### src/rtl/pipe_pkg.sv
// Shared definitions for the generic inter-stage pipeline register:
// state encoding, bubble word and the ID/EX default geometry.
package pipe_pkg;

    typedef enum logic [1:0] {
        ST_EMPTY  = 2'd0,
        ST_ONE    = 2'd1,
        ST_FULL   = 2'd2,
        ST_UNUSED = 2'd3
    } state_t;

    // A bubble is instruction word zero: sll $0,$0,0, the architectural nop.
    localparam logic [31:0] BUBBLE = 32'h0;

    localparam int DEF_WIDTH  = 32;
    localparam int DEF_FIELDS = 5;
    localparam int DEF_CNT_W  = 16;

    // Field slots of the ID/EX boundary, field k at bits [k*WIDTH +: WIDTH].
    typedef enum int {
        F_INSTR = 0,
        F_PC4   = 1,
        F_RS    = 2,
        F_RT    = 3,
        F_EXT   = 4
    } idex_field_e;

    function automatic logic [1:0] occupancy_of(input state_t s);
        logic [1:0] occ;
        case (s)
            ST_ONE:  occ = 2'd1;
            ST_FULL: occ = 2'd2;
            default: occ = 2'd0;
        endcase
        return occ;
    endfunction

endpackage

### src/rtl/pipe_stage_skid_sat_counter.sv
// Saturating up-counter: counts cycles with inc high and sticks at all-ones.
module sat_counter #(
    parameter int CNT_W = 16
) (
    input  logic             clk,
    input  logic             reset,
    input  logic             inc,
    output logic [CNT_W-1:0] count
);

    logic [CNT_W-1:0] count_q = '0;

    assign count = count_q;

    // NOTE: sequential state uses non-blocking assignments only.
    always_ff @(posedge clk) begin
        if (reset) begin
            count_q <= '0;
        end else if (inc && (count_q != '1)) begin
            count_q <= count_q + CNT_W'(1);
        end
    end

endmodule

### src/rtl/pipe_stage_skid.sv
// Generic pipeline boundary register: main + skid entry, registered in_ready,
// synchronous flush to bubble and a saturating stall counter.
module pipe_stage_skid
    import pipe_pkg::*;
#(
    parameter int WIDTH  = DEF_WIDTH,
    parameter int FIELDS = DEF_FIELDS,
    parameter int CNT_W  = DEF_CNT_W
) (
    input  logic                    clk,
    input  logic                    reset,
    input  logic                    flush,
    input  logic                    in_valid,
    output logic                    in_ready,
    input  logic [FIELDS*WIDTH-1:0] in_data,
    output logic                    out_valid,
    input  logic                    out_ready,
    output logic [FIELDS*WIDTH-1:0] out_data,
    output logic [1:0]              occupancy,
    output logic [CNT_W-1:0]        stall_cnt
);

    localparam int DW = FIELDS * WIDTH;
    localparam logic [DW-1:0] BUBBLE_BUS = DW'(BUBBLE);

    // Power-up contents match the reset values.
    state_t        state   = ST_EMPTY;
    logic [DW-1:0] main_q  = BUBBLE_BUS;
    logic [DW-1:0] skid_q  = BUBBLE_BUS;

    state_t        state_nx;
    logic [DW-1:0] main_nx;
    logic [DW-1:0] skid_nx;

    logic main_vld;
    logic in_fire;
    logic out_fire;

    assign main_vld = (state == ST_ONE) || (state == ST_FULL);

    // Decoded from the state register alone, so out_ready never reaches in_ready.
    // The unreachable encoding also refuses input, since it discards everything.
    assign in_ready  = (state == ST_EMPTY) || (state == ST_ONE);
    assign out_valid = main_vld;
    assign out_data  = main_vld ? main_q : BUBBLE_BUS;
    assign occupancy = occupancy_of(state);

    assign in_fire  = in_valid & in_ready;
    assign out_fire = main_vld & out_ready;

    // NOTE: every output of this block gets a default first, so no path infers a latch.
    always_comb begin
        state_nx = state;
        main_nx  = main_q;
        skid_nx  = skid_q;

        if (flush) begin
            state_nx = ST_EMPTY;
            main_nx  = BUBBLE_BUS;
            skid_nx  = BUBBLE_BUS;
        end else begin
            case (state)
                ST_EMPTY: begin
                    if (in_fire) begin
                        state_nx = ST_ONE;
                        main_nx  = in_data;
                    end
                end

                ST_ONE: begin
                    if (in_fire && out_fire) begin
                        main_nx = in_data;
                    end else if (in_fire) begin
                        state_nx = ST_FULL;
                        skid_nx  = in_data;
                    end else if (out_fire) begin
                        state_nx = ST_EMPTY;
                        main_nx  = BUBBLE_BUS;
                    end
                end

                ST_FULL: begin
                    if (out_fire) begin
                        state_nx = ST_ONE;
                        main_nx  = skid_q;
                        skid_nx  = BUBBLE_BUS;
                    end
                end

                default: begin
                    state_nx = ST_EMPTY;
                    main_nx  = BUBBLE_BUS;
                    skid_nx  = BUBBLE_BUS;
                end
            endcase
        end
    end

    // NOTE: the data registers are reset too, because a cleared entry must read as a bubble.
    always_ff @(posedge clk) begin
        if (reset) begin
            state  <= ST_EMPTY;
            main_q <= BUBBLE_BUS;
            skid_q <= BUBBLE_BUS;
        end else begin
            state  <= state_nx;
            main_q <= main_nx;
            skid_q <= skid_nx;
        end
    end

    sat_counter #(
        .CNT_W (CNT_W)
    ) u_stall_cnt (
        .clk   (clk),
        .reset (reset),
        .inc   (main_vld & ~out_ready),
        .count (stall_cnt)
    );

endmodule

### config.mk
export PLATFORM = sky130hd
export DESIGN_NAME = pipe_stage_skid
export DESIGN_NICKNAME = d
export VERILOG_FILES = /design/src/rtl/pipe_pkg.sv /design/src/rtl/pipe_stage_skid_sat_counter.sv /design/src/rtl/pipe_stage_skid.sv
export SDC_FILE = /design/constraint.sdc
export NUM_CORES = 1
export LEC_CHECK = 0
export CAP_MARGIN = 5
export CORE_UTILIZATION = 35
export CTS_BUF_LIST = sky130_fd_sc_hd__clkbuf_8
export CTS_CLUSTER_DIAMETER = 50
export DETAILED_ROUTE_END_ITERATION = 8
export SLEW_MARGIN = 20
export SYNTH_ARGS = -nofsm -noshare
export SYNTH_HDL_FRONTEND = slang
export SYNTH_SLANG_ARGS = --single-unit
### constraint.sdc
create_clock -name clk -period 2.6 [get_ports clk]
set_clock_uncertainty 0.1 [all_clocks]
set_input_delay 0.52 -clock clk [delete_from_list [all_inputs] [get_ports clk]]
set_output_delay 0.52 -clock clk [all_outputs]
set_load 0.1 [all_outputs]
==> flow_summary.toml, run 1 <==
[outcome]
status = "finished, violations left"
violations = "setup timing"

[detailed_routing]
detail-route-antenna-nets = 0
drc = 0
firstDrtPassIters = 7
wl_per_cell_um = 19.9
vias = 13356
viasPerCell = 5.48
drtIter0Drc = 933
wl_um = 48400

[critical_path]
end_kind = "output pin"
r2r-end = "main_q[91]$_SDFFE_PP0P_"
crit_chain = "inv_4, ha_4, buf_12, clkbuf_16, and2_4, buf_12"
crit_top_cell = "buf_12"
worstPathMaxFanout = 14
worstPathRequired_ps = 1980
critPathTopFamily = "buffers and inverters"
worst_setup_path_start_kind = "flop"
reg2reg_slack_ps = 180
r2r_start = "state[0]$_SDFFE_PP0P_"
critPathSlowestCell = "dfxtp_2"
worstPathArrival_ps = 2050
path_class = "flop to output pin"
cpPeakStageDelay_ps = 350
r2r.worst_path.cells = 9
crit_buf_inv = 4

[global_route]
grt_pass1_wl_um = 75400
antenna_found_initial = 3
grtUsageTotal_pct = 23.1
grt_pass1_vias = 13295
grt_overflow = 0
grt_max_degree = 161

[placement]
portBuffers = 344
gp_congestion = 0.771
hpwl_um = 28500
place_inst = 2314

[pwr]
peakVddDrop_mv = 0.346
combPwrFrac_pct = 15.2
power_density_mw_per_mm2 = 553
p_int_w = 0.00873
power.switching_w = 0.00331
seqPwrFrac_pct = 44.6
swShare_pct = 27.5
clock_power_share_pct = 40.2
finalPower_w = 0.0120
p_leak_nw = 7.94

[die]
die_area_mm2 = 0.0406
core_area_mm2 = 0.0389
chipHeight_um = 202
num_io_pins = 345
start_util_pct = 35.8
num_rows = 72
die_x_um = 202

[sta]
worstMarginPinSlew_ps = 863
tns_ps = -4420
period_minus_slack_ps = 2670
fin_ws_ps = -69.1
slew_headroom_pct = 42.5
finalCritPeriodShare_pct = 103
grt_setup_unrepaired = "true"
whs_ps = 350
hold_viol_final = 0
max_freq_mhz = 375
setup_violations = 113
finalMaxSlewViolations = 0

[synthesis]
syn_nets = 1742
synth.distinct_cells = 38
yosysMostFrequentCell = "dfxtp_1"
synth_edf_count = 0
netlist_area_mm2 = 0.0139
ys_seq_elements = 338
yosys-top-cells-count = "dfxtp_1 (338), nand2_1 (168), nand3_1 (167)"
async_reset_ff_share_pct = 0
syn-instance-count = 1569
yosysTopAreaCellShare_pct = 48.6
ys_seq_area_share_pct = 48.6
yosys-top-cells-area = "dfxtp_1 (49%), o2bb2ai_1 (10%), a22oi_1 (8.6%)"
syn_area_per_cell_um2 = 8.88
ys_dominant_reg_cell = "dfxtp_1"
ys_warn_count = 0
synth_area_leader_cell = "dfxtp_1"

[min_path]
hold_depth = 2
holdPathEnd = "skid_q[94]$_SDFFE_PP0P_"
holdCritStartpoint = "skid_q[94]$_SDFFE_PP0P_"
hold_class = "flop to flop"

[clock_network]
clock-sinks = 338
clk_pin_slew_ps = 60
cts_root_buf = "clkbuf_8"
holdBufCountCts = 0
cts_buffers = 58
cts_tree = "yes"
clkLatencyLatePin_ps = 630
htreeDepth = 2
cts_max_path_buffers = 3

[layout]
area_delta_synth_final_pct = 56.2
finalNonFillerCells = 2437
drive_gt1_share_pct = 26.2
finalNetCount = 2050

[run]
drv_cap = 0
==> how the worst max path moves through the flow <==
stage,start,endpoint,slack [ps],depth (start not counted)
CTS,state[1]$_SDFFE_PP0P_,out_data[74],-130,7
finish,state[0]$_SDFFE_PP0P_,out_data[133],-70,6
global placement,out_ready,main_q[30]$_SDFFE_PP0P_,70,6
floorplan,state[1]$_SDFFE_PP0P_,out_data[101],20,6
global route,state[1]$_SDFFE_PP0P_,out_data[93],-130,6
detailed placement,out_ready,main_q[11]$_SDFFE_PP0P_,5,6
==> area by class of cell <==
class,instances,area [um^2]
clock inverters,25,136
diodes,2,5.00
multi-input cells,1063,6950
flip-flops and latches,338,6770
well taps,518,648
repair buffers,409,6180
clock buffers,75,1030
fillers,3375,17200
inverters,7,31.3
==> power by group through the flow <==
stage,clock (W),combinational (W),sequential [W]
2_1_floorplan,0,0.000879,0.00547
3_3_place_gp,0,0.00167,0.00548
3_5_place_dp,0,0.00168,0.00548
4_1_cts,0.00497,0.00183,0.00537
5_1_grt,0.00518,0.00194,0.00538
6_report,0.00484,0.00183,0.00537
==> stage by stage <==
stage / area (um^2) / util, % / setup WS (ps)
2_1_floorplan: 14300 / - / 18.8
3_3_place_gp: 20100 / 51.6 / 65.8
3_5_place_dp: 20100 / 51.6 / 4.54
4_1_cts: 21700 / 55.8 / -133
5_1_grt: 21800 / 55.9 / -126
6_report: 21800 / 55.9 / -69.1
==> cells by family after synthesis <==
logic type | after synthesis | synth area share, %
and+or+nand+nor | 541 | 19.4
AOI/OAI and AO/OA | 504 | 25.7
DFF | 338 | 48.6
buffers and inverters | 168 | 4.95
xor gates and xnor gates | 9 | 0.566
adders and majority gates | 8 | 0.719
muxes | 1 | 0.0719
==> flip-flops by register name, indices dropped and copies added (netlist names) <==
name               flops
state                  2
skid_q               160
u_stall_cnt.count     16
main_q               160
==> worst register-to-register path: cells and delay by family, from the launching register on <==
kind / cells / cell delay [ps]
buf+inv: 4 / 790
flops: 1 / 350
compound gates: 3 / 700
simple gates: 1 / 120
fa+ha+maj: 1 / 310
==> cell usage in the layout, fill, tap and decap left out, drive strengths merged, types with 2 or more instances in the layout <==
| cell type | synthesis | final |
|---|---|---|
| xnor2 | 2 | 2 |
| and3 | 3 | 3 |
| ha | 8 | 8 |
| diode | 0 | 2 |
| or3 | 3 | 3 |
| nor3 | 6 | 6 |
| inv | 7 | 26 |
| buf | 50 | 242 |
| or2 | 3 | 3 |
| clkbuf | 111 | 78 |
| dfxtp | 338 | 338 |
| nand3 | 167 | 167 |
| clkinv | 0 | 4 |
| o2bb2ai | 160 | 160 |
| nand4 | 6 | 6 |
| nor2 | 18 | 18 |
| and2 | 160 | 160 |
| nand2b | 3 | 3 |
| nand2 | 168 | 168 |
| o211ai | 2 | 2 |
| o21a | 2 | 2 |
| a22oi | 160 | 160 |
| clkdlybuf4s50 | 0 | 164 |
| a21oi | 165 | 165 |
| a311oi | 3 | 3 |
| xor2 | 7 | 7 |
| o21ai | 5 | 5 |
==> what timing repair did <==
item,4_1_cts,5_1_grt
hold endpoints to repair,0,0
setup buffers,10,2
pin swaps,24,20
cloned,8,4
resized for setup,60,21
setup endpoints to repair,160,159
==> layer usage <==
metal	up-vias	GRT usage, %	routed length (um)
met2	543	36.6	22500
li1	6295	-	-
met3	77	5.99	3790
met1	6439	30.0	20900
met5	-	0	11
met4	2	8.50	1240
(Power assumes the default switching activity.)
==> run 2, diff against run 1 <==
--- a/config.mk
+++ b/config.mk
@@ -10,6 +10,7 @@
 export CTS_BUF_LIST = sky130_fd_sc_hd__clkbuf_8
 export CTS_CLUSTER_DIAMETER = 50
 export DETAILED_ROUTE_END_ITERATION = 8
+export PLACE_DENSITY_LB_ADDON = 0.12
 export SLEW_MARGIN = 20
 export SYNTH_ARGS = -nofsm -noshare
 export SYNTH_HDL_FRONTEND = slang
==> run 2 against run 1 <==
  * The run still ends with setup timing left
  * Design area is 1.4% higher
  * Largest power group unchanged
  * Non-clock buffer count grew 14
  * Final cell count up 1.1%
  * Count of clock-buffer cells in the layout is 1 higher
  * Fmax decreased by 2.9%
  * Global-route usage is 0.35 points higher
  * Register-to-register slack worse by 50 ps
==> flow_summary.toml, run 2 (synthesized netlist as in run 1, its figures left out) <==
[outcome]
status = "finished, violations left"
violations = "setup timing"

[detailed_routing]
wl_um = 49200
viasPerCell = 5.41
detail-route-antenna-nets = 0
wl_per_cell_um = 20.0
firstDrtPassIters = 6
drtIter0Drc = 920
vias = 13345
drc = 0

[clock_network]
cts_buffers = 59
cts_tree = "yes"
cts_max_path_buffers = 3
cts_root_buf = "clkbuf_8"
clkLatencyLatePin_ps = 640
holdBufCountCts = 0
clock-sinks = 338
clk_pin_slew_ps = 60
htreeDepth = 2

[critical_path]
crit_top_cell = "buf_12"
worstPathRequired_ps = 1980
end_kind = "output pin"
critPathSlowestCell = "dfxtp_2"
worst_setup_path_start_kind = "flop"
worstPathArrival_ps = 2130
cpPeakStageDelay_ps = 350
crit_chain = "inv_4, ha_4, buf_12, buf_12, buf_12, buf_16, and2_4, buf_12"
path_class = "flop to output pin"
worstPathMaxFanout = 11

[global_route]
grt_overflow = 0
grt_pass1_wl_um = 76000
grtUsageTotal_pct = 23.4
grt_max_degree = 151
antenna_found_initial = 8
grt_pass1_vias = 13072

[pwr]
peakVddDrop_mv = 0.415
power.switching_w = 0.00341
p_int_w = 0.00896
p_leak_nw = 8.09
combPwrFrac_pct = 15.5
finalPower_w = 0.0124
power_density_mw_per_mm2 = 560
seqPwrFrac_pct = 43.4
swShare_pct = 27.6
clock_power_share_pct = 41.1

[die]
num_io_pins = 345
core_area_mm2 = 0.0389
start_util_pct = 35.8
die_x_um = 202
chipHeight_um = 202
num_rows = 72
die_area_mm2 = 0.0406

[sta]
max_freq_mhz = 364
finalMaxSlewViolations = 0
slew_headroom_pct = 33.1
grt_setup_unrepaired = "true"
setup_violations = 155
hold_viol_final = 0
finalCritPeriodShare_pct = 106
tns_ps = -14440
fin_ws_ps = -149
period_minus_slack_ps = 2750
worstMarginPinSlew_ps = 1000
whs_ps = 350

[placement]
gp_congestion = 0.779
portBuffers = 344
hpwl_um = 28300

[layout]
fill_cells = 3430
area_delta_synth_final_pct = 58.4
final_core_util_pct = 56.7
most-common-layout-cells = "dfxtp_1 (336), buf_12 (190), nand2_1 (167), nand3_1 (167), clkdlybuf4s50_1 (164)"
drive_gt1_share_pct = 27.2
layout.cells.most_common = "dfxtp_1"
finalNetCount = 2065

[min_path]
hold_class = "flop to flop"

[run]
drv_cap = 0
## run 2: path summary, 6_finish.rpt
kind | startpoint | endpoint | slack (ps) | depth (start not counted)
hold / removal | skid_q[98]$_SDFFE_PP0P_ | skid_q[98]$_SDFFE_PP0P_ | 350 | 2
setup reg to reg | state[0]$_SDFFE_PP0P_ | main_q[79]$_SDFFE_PP0P_ | 130 | 11
setup / recovery | state[0]$_SDFFE_PP0P_ | out_data[63] | -150 | 8
hold reg to reg | skid_q[98]$_SDFFE_PP0P_ | skid_q[98]$_SDFFE_PP0P_ | 350 | 2
## run 2: what timing repair did
action	4_1_cts	5_1_grt
gates resized for setup	61	5
pin swaps	43	13
endpoints found under the setup margin	159	381
cloned	15	4
setup buffers	12	3
## run 2: layout make-up
| type | count | area [um^2] | area share (%) |
|---|---|---|---|
| clock inverters | 35 | 209 | 0.947 |
| well taps | 518 | 648 | 2.94 |
| clock buffers | 76 | 1050 | 4.74 |
| multi-input cells | 1063 | 6930 | 31.4 |
| flip-flops and latches | 338 | 6770 | 30.7 |
| repair buffers | 423 | 6430 | 29.1 |
| inverters | 7 | 31.3 | 0.142 |
| diodes | 5 | 12.5 | 0.0567 |
## run 2: critical path: cells and delay by family, from the launching register on
| family | cells | cell delay, ps |
|---|---|---|
| fa+ha+maj | 1 | 240 |
| simple gates | 1 | 170 |
| flops | 1 | 350 |
| buf+inv | 6 | 730 |
## run 2: power by group through the flow
stage | logic [W] | registers, W | clock network [W]
CTS | 0.00189 | 0.00537 | 0.00522
detailed placement | 0.00166 | 0.00548 | 0
global route | 0.00202 | 0.00538 | 0.00547
floorplan | 0.000879 | 0.00547 | 0
finish | 0.00191 | 0.00537 | 0.00509
global placement | 0.00165 | 0.00548 | 0
## run 2: per-layer routing
metal	GRT usage [%]	wire, um	vias up
met4	8.93	1240	4
met3	6.79	3910	82
li1	-	-	6348
met2	36.3	22700	488
met5	0	25	-
met1	30.6	21300	6423
## run 2: per-stage QoR
step | worst slack [ps] | cells | instance area (um^2)
after global routing | -217 | 2465 | 22100
after floorplan | 18.8 | 1569 | 14300
after detailed placement | -2.45 | 2317 | 20000
final | -149 | 2465 | 22100
after global placement | 69.2 | 2317 | 20000
after CTS | -191 | 2454 | 21900
==> run 3, diff against run 2 <==
--- a/config.mk
+++ b/config.mk
@@ -9,6 +9,7 @@
 export CORE_UTILIZATION = 35
 export CTS_BUF_LIST = sky130_fd_sc_hd__clkbuf_8
 export CTS_CLUSTER_DIAMETER = 50
+export CTS_CLUSTER_SIZE = 28
 export DETAILED_ROUTE_END_ITERATION = 8
 export PLACE_DENSITY_LB_ADDON = 0.12
 export SLEW_MARGIN = 20
==> run 3 against run 2 <==
  * Via count shrank 0.79%
  * The flow still finishes with violations (setup timing)
  * Non-clock buffer count rose by 8
  * Hold slack improved by 3.1 ps
  * Utilization fell by 0.080 points
  * First-iteration DRC count fell by 7.9%
  * Die area did not move
  * Wire length increased by 0.68%
  * Clock power down 9.6%
==> flow_summary.toml, run 3 (synthesized netlist as in run 1, its figures left out) <==
[pwr]
peakVddDrop_mv = 0.393
power_density_mw_per_mm2 = 542
p_leak_nw = 7.97

[layout]
finalNetCount = 2054
drive_gt1_share_pct = 27.0
most-common-layout-cells = "dfxtp_1 (336), buf_12 (192), nand2_1 (167), nand3_1 (167), clkdlybuf4s50_1 (164)"
stdcell_area_mm2 = 0.0220
area_delta_synth_final_pct = 58.2
finalNonFillerCells = 2437
final_core_util_pct = 56.6
seq_area_mm2 = 0.00677
multi_input_area_mm2 = 0.00696
fill_cells = 3399
layout.cells.most_common = "dfxtp_1"

[sta]
worstMarginPinSlew_ps = 1030
grt_setup_unrepaired = "true"
max_freq_mhz = 377
hold_viol_final = 0
setup_violations = 127
slew_headroom_pct = 31.5
fin_ws_ps = -51.4
finalMaxSlewViolations = 0
whs_ps = 354
period_minus_slack_ps = 2650
finalCritPeriodShare_pct = 102
tns_ps = -2870

[global_route]
grt_overflow = 0
grt_pass1_vias = 12884
grt_max_degree = 151
grtUsageTotal_pct = 23.1
antenna_found_initial = 9
grt_pass1_wl_um = 75100

[clock_network]
holdBufCountCts = 0
clkLatencyLatePin_ps = 590
cts_tree = "yes"
htreeDepth = 2
clock-sinks = 338
cts_max_path_buffers = 3
clk_pin_slew_ps = 80
cts_root_buf = "clkbuf_8"
cts_buffers = 40

[critical_path]
worstPathMaxFanout = 13
end_kind = "output pin"
critPathSlowestCell = "dfxtp_2"
cpPeakStageDelay_ps = 360
worstPathArrival_ps = 2030
r2r.worst_path.cells = 11
worstPathRequired_ps = 1980
path_class = "flop to output pin"
worst_setup_path_start_kind = "flop"
reg2reg_slack_ps = 150
crit_top_cell = "buf_12"
r2r-end = "main_q[69]$_SDFFE_PP0P_"
r2r_start = "state[0]$_SDFFE_PP0P_"
crit_buf_inv = 5
crit_chain = "inv_4, ha_4, buf_12, buf_12, buf_12, and2_4, buf_12"
critPathTopFamily = "buffers and inverters"

[die]
start_util_pct = 35.8
num_rows = 72
die_area_mm2 = 0.0406
core_area_mm2 = 0.0389
die_x_um = 202
chipHeight_um = 202
num_io_pins = 345

[placement]
gp_congestion = 0.779
portBuffers = 344
placed_area_mm2 = 0.0200
place_inst = 2317
hpwl_um = 28300

[detailed_routing]
met3_wirelength_um = 3750
wl_um = 49500
viasPerCell = 5.43
vias = 13239
detail-route-antenna-nets = 0
wl_met1_um = 21600
drc = 0
wl_per_cell_um = 20.3
firstDrtPassIters = 6
drtIter0Drc = 847
highest_layer = "met5"
wl_met2_um = 22900

[outcome]
status = "finished, violations left"
violations = "setup timing"

[min_path]
hold_class = "flop to flop"
hold_depth = 2
holdPathEnd = "skid_q[0]$_SDFFE_PP0P_"
holdCritStartpoint = "skid_q[0]$_SDFFE_PP0P_"

[run]
drv_cap = 0
[run 3: metrics by stage]
stage / worst slack, ps / power [W]
2_1_floorplan: 18.8 / 0.00635
3_3_place_gp: 69.2 / 0.00713
3_5_place_dp: -2.45 / 0.00713
4_1_cts: -92.5 / 0.0120
5_1_grt: -125 / 0.0124
6_report: -51.4 / 0.0119
[run 3: power by group]
part | leakage (nW) | total (W) | internal, W | switching [W]
clock | 0.511 | 0.00460 | 0.00236 | 0.00224
sequential | 2.74 | 0.00536 | 0.00529 | 0.0000698
combinational | 4.72 | 0.00197 | 0.000871 | 0.00110
total | 7.97 | 0.0119 | 0.00853 | 0.00341
[run 3: worst reg2reg max path, stage by stage (launching register included)]
cell,delay (ps)
dfxtp_2,360
inv_4,40
ha_4,240
buf_12,150
buf_12,150
buf_8,130
nand2b_1,130
a21oi_1,210
a21oi_2,110
nor2_4,180
buf_12,340
o2bb2ai_1,250
[run 3: worst max-delay path by stage]
stage,depth (start not counted),from,endpoint,slack [ps]
finish,7,state[0]$_SDFFE_PP0P_,out_data[9],-50
global route,7,state[1]$_SDFFE_PP0P_,out_data[9],-130
CTS,7,state[0]$_SDFFE_PP0P_,out_data[47],-90
detailed placement,8,out_ready,skid_q[46]$_SDFFE_PP0P_,-2
global placement,7,out_ready,main_q[3]$_SDFFE_PP0P_,70
floorplan,6,state[1]$_SDFFE_PP0P_,out_data[101],20
[run 3: routing by layer]
| layer | vias to the layer above | GRT usage [%] |
|---|---|---|
| met4 | 6 | 7.95 |
| met5 | - | 0 |
| met2 | 467 | 36.2 |
| met3 | 84 | 6.41 |
| li1 | 6306 | - |
| met1 | 6376 | 30.3 |
[run 3: cell type report]
class                   count  area share [%]
repair buffers            431            29.9
flip-flops and latches    338            30.7
clock inverters            31            1.92
clock buffers              43            2.69
well taps                 518            2.94
inverters                   7           0.142
multi-input cells        1063            31.6
diodes                      6          0.0681
[run 3: what timing repair did]
action / CTS / global route
cloned: 14 / 10
gates resized for setup: 92 / 8
setup buffers: 12 / 4
setup endpoints to repair: 159 / 193
pin swaps: 33 / 60
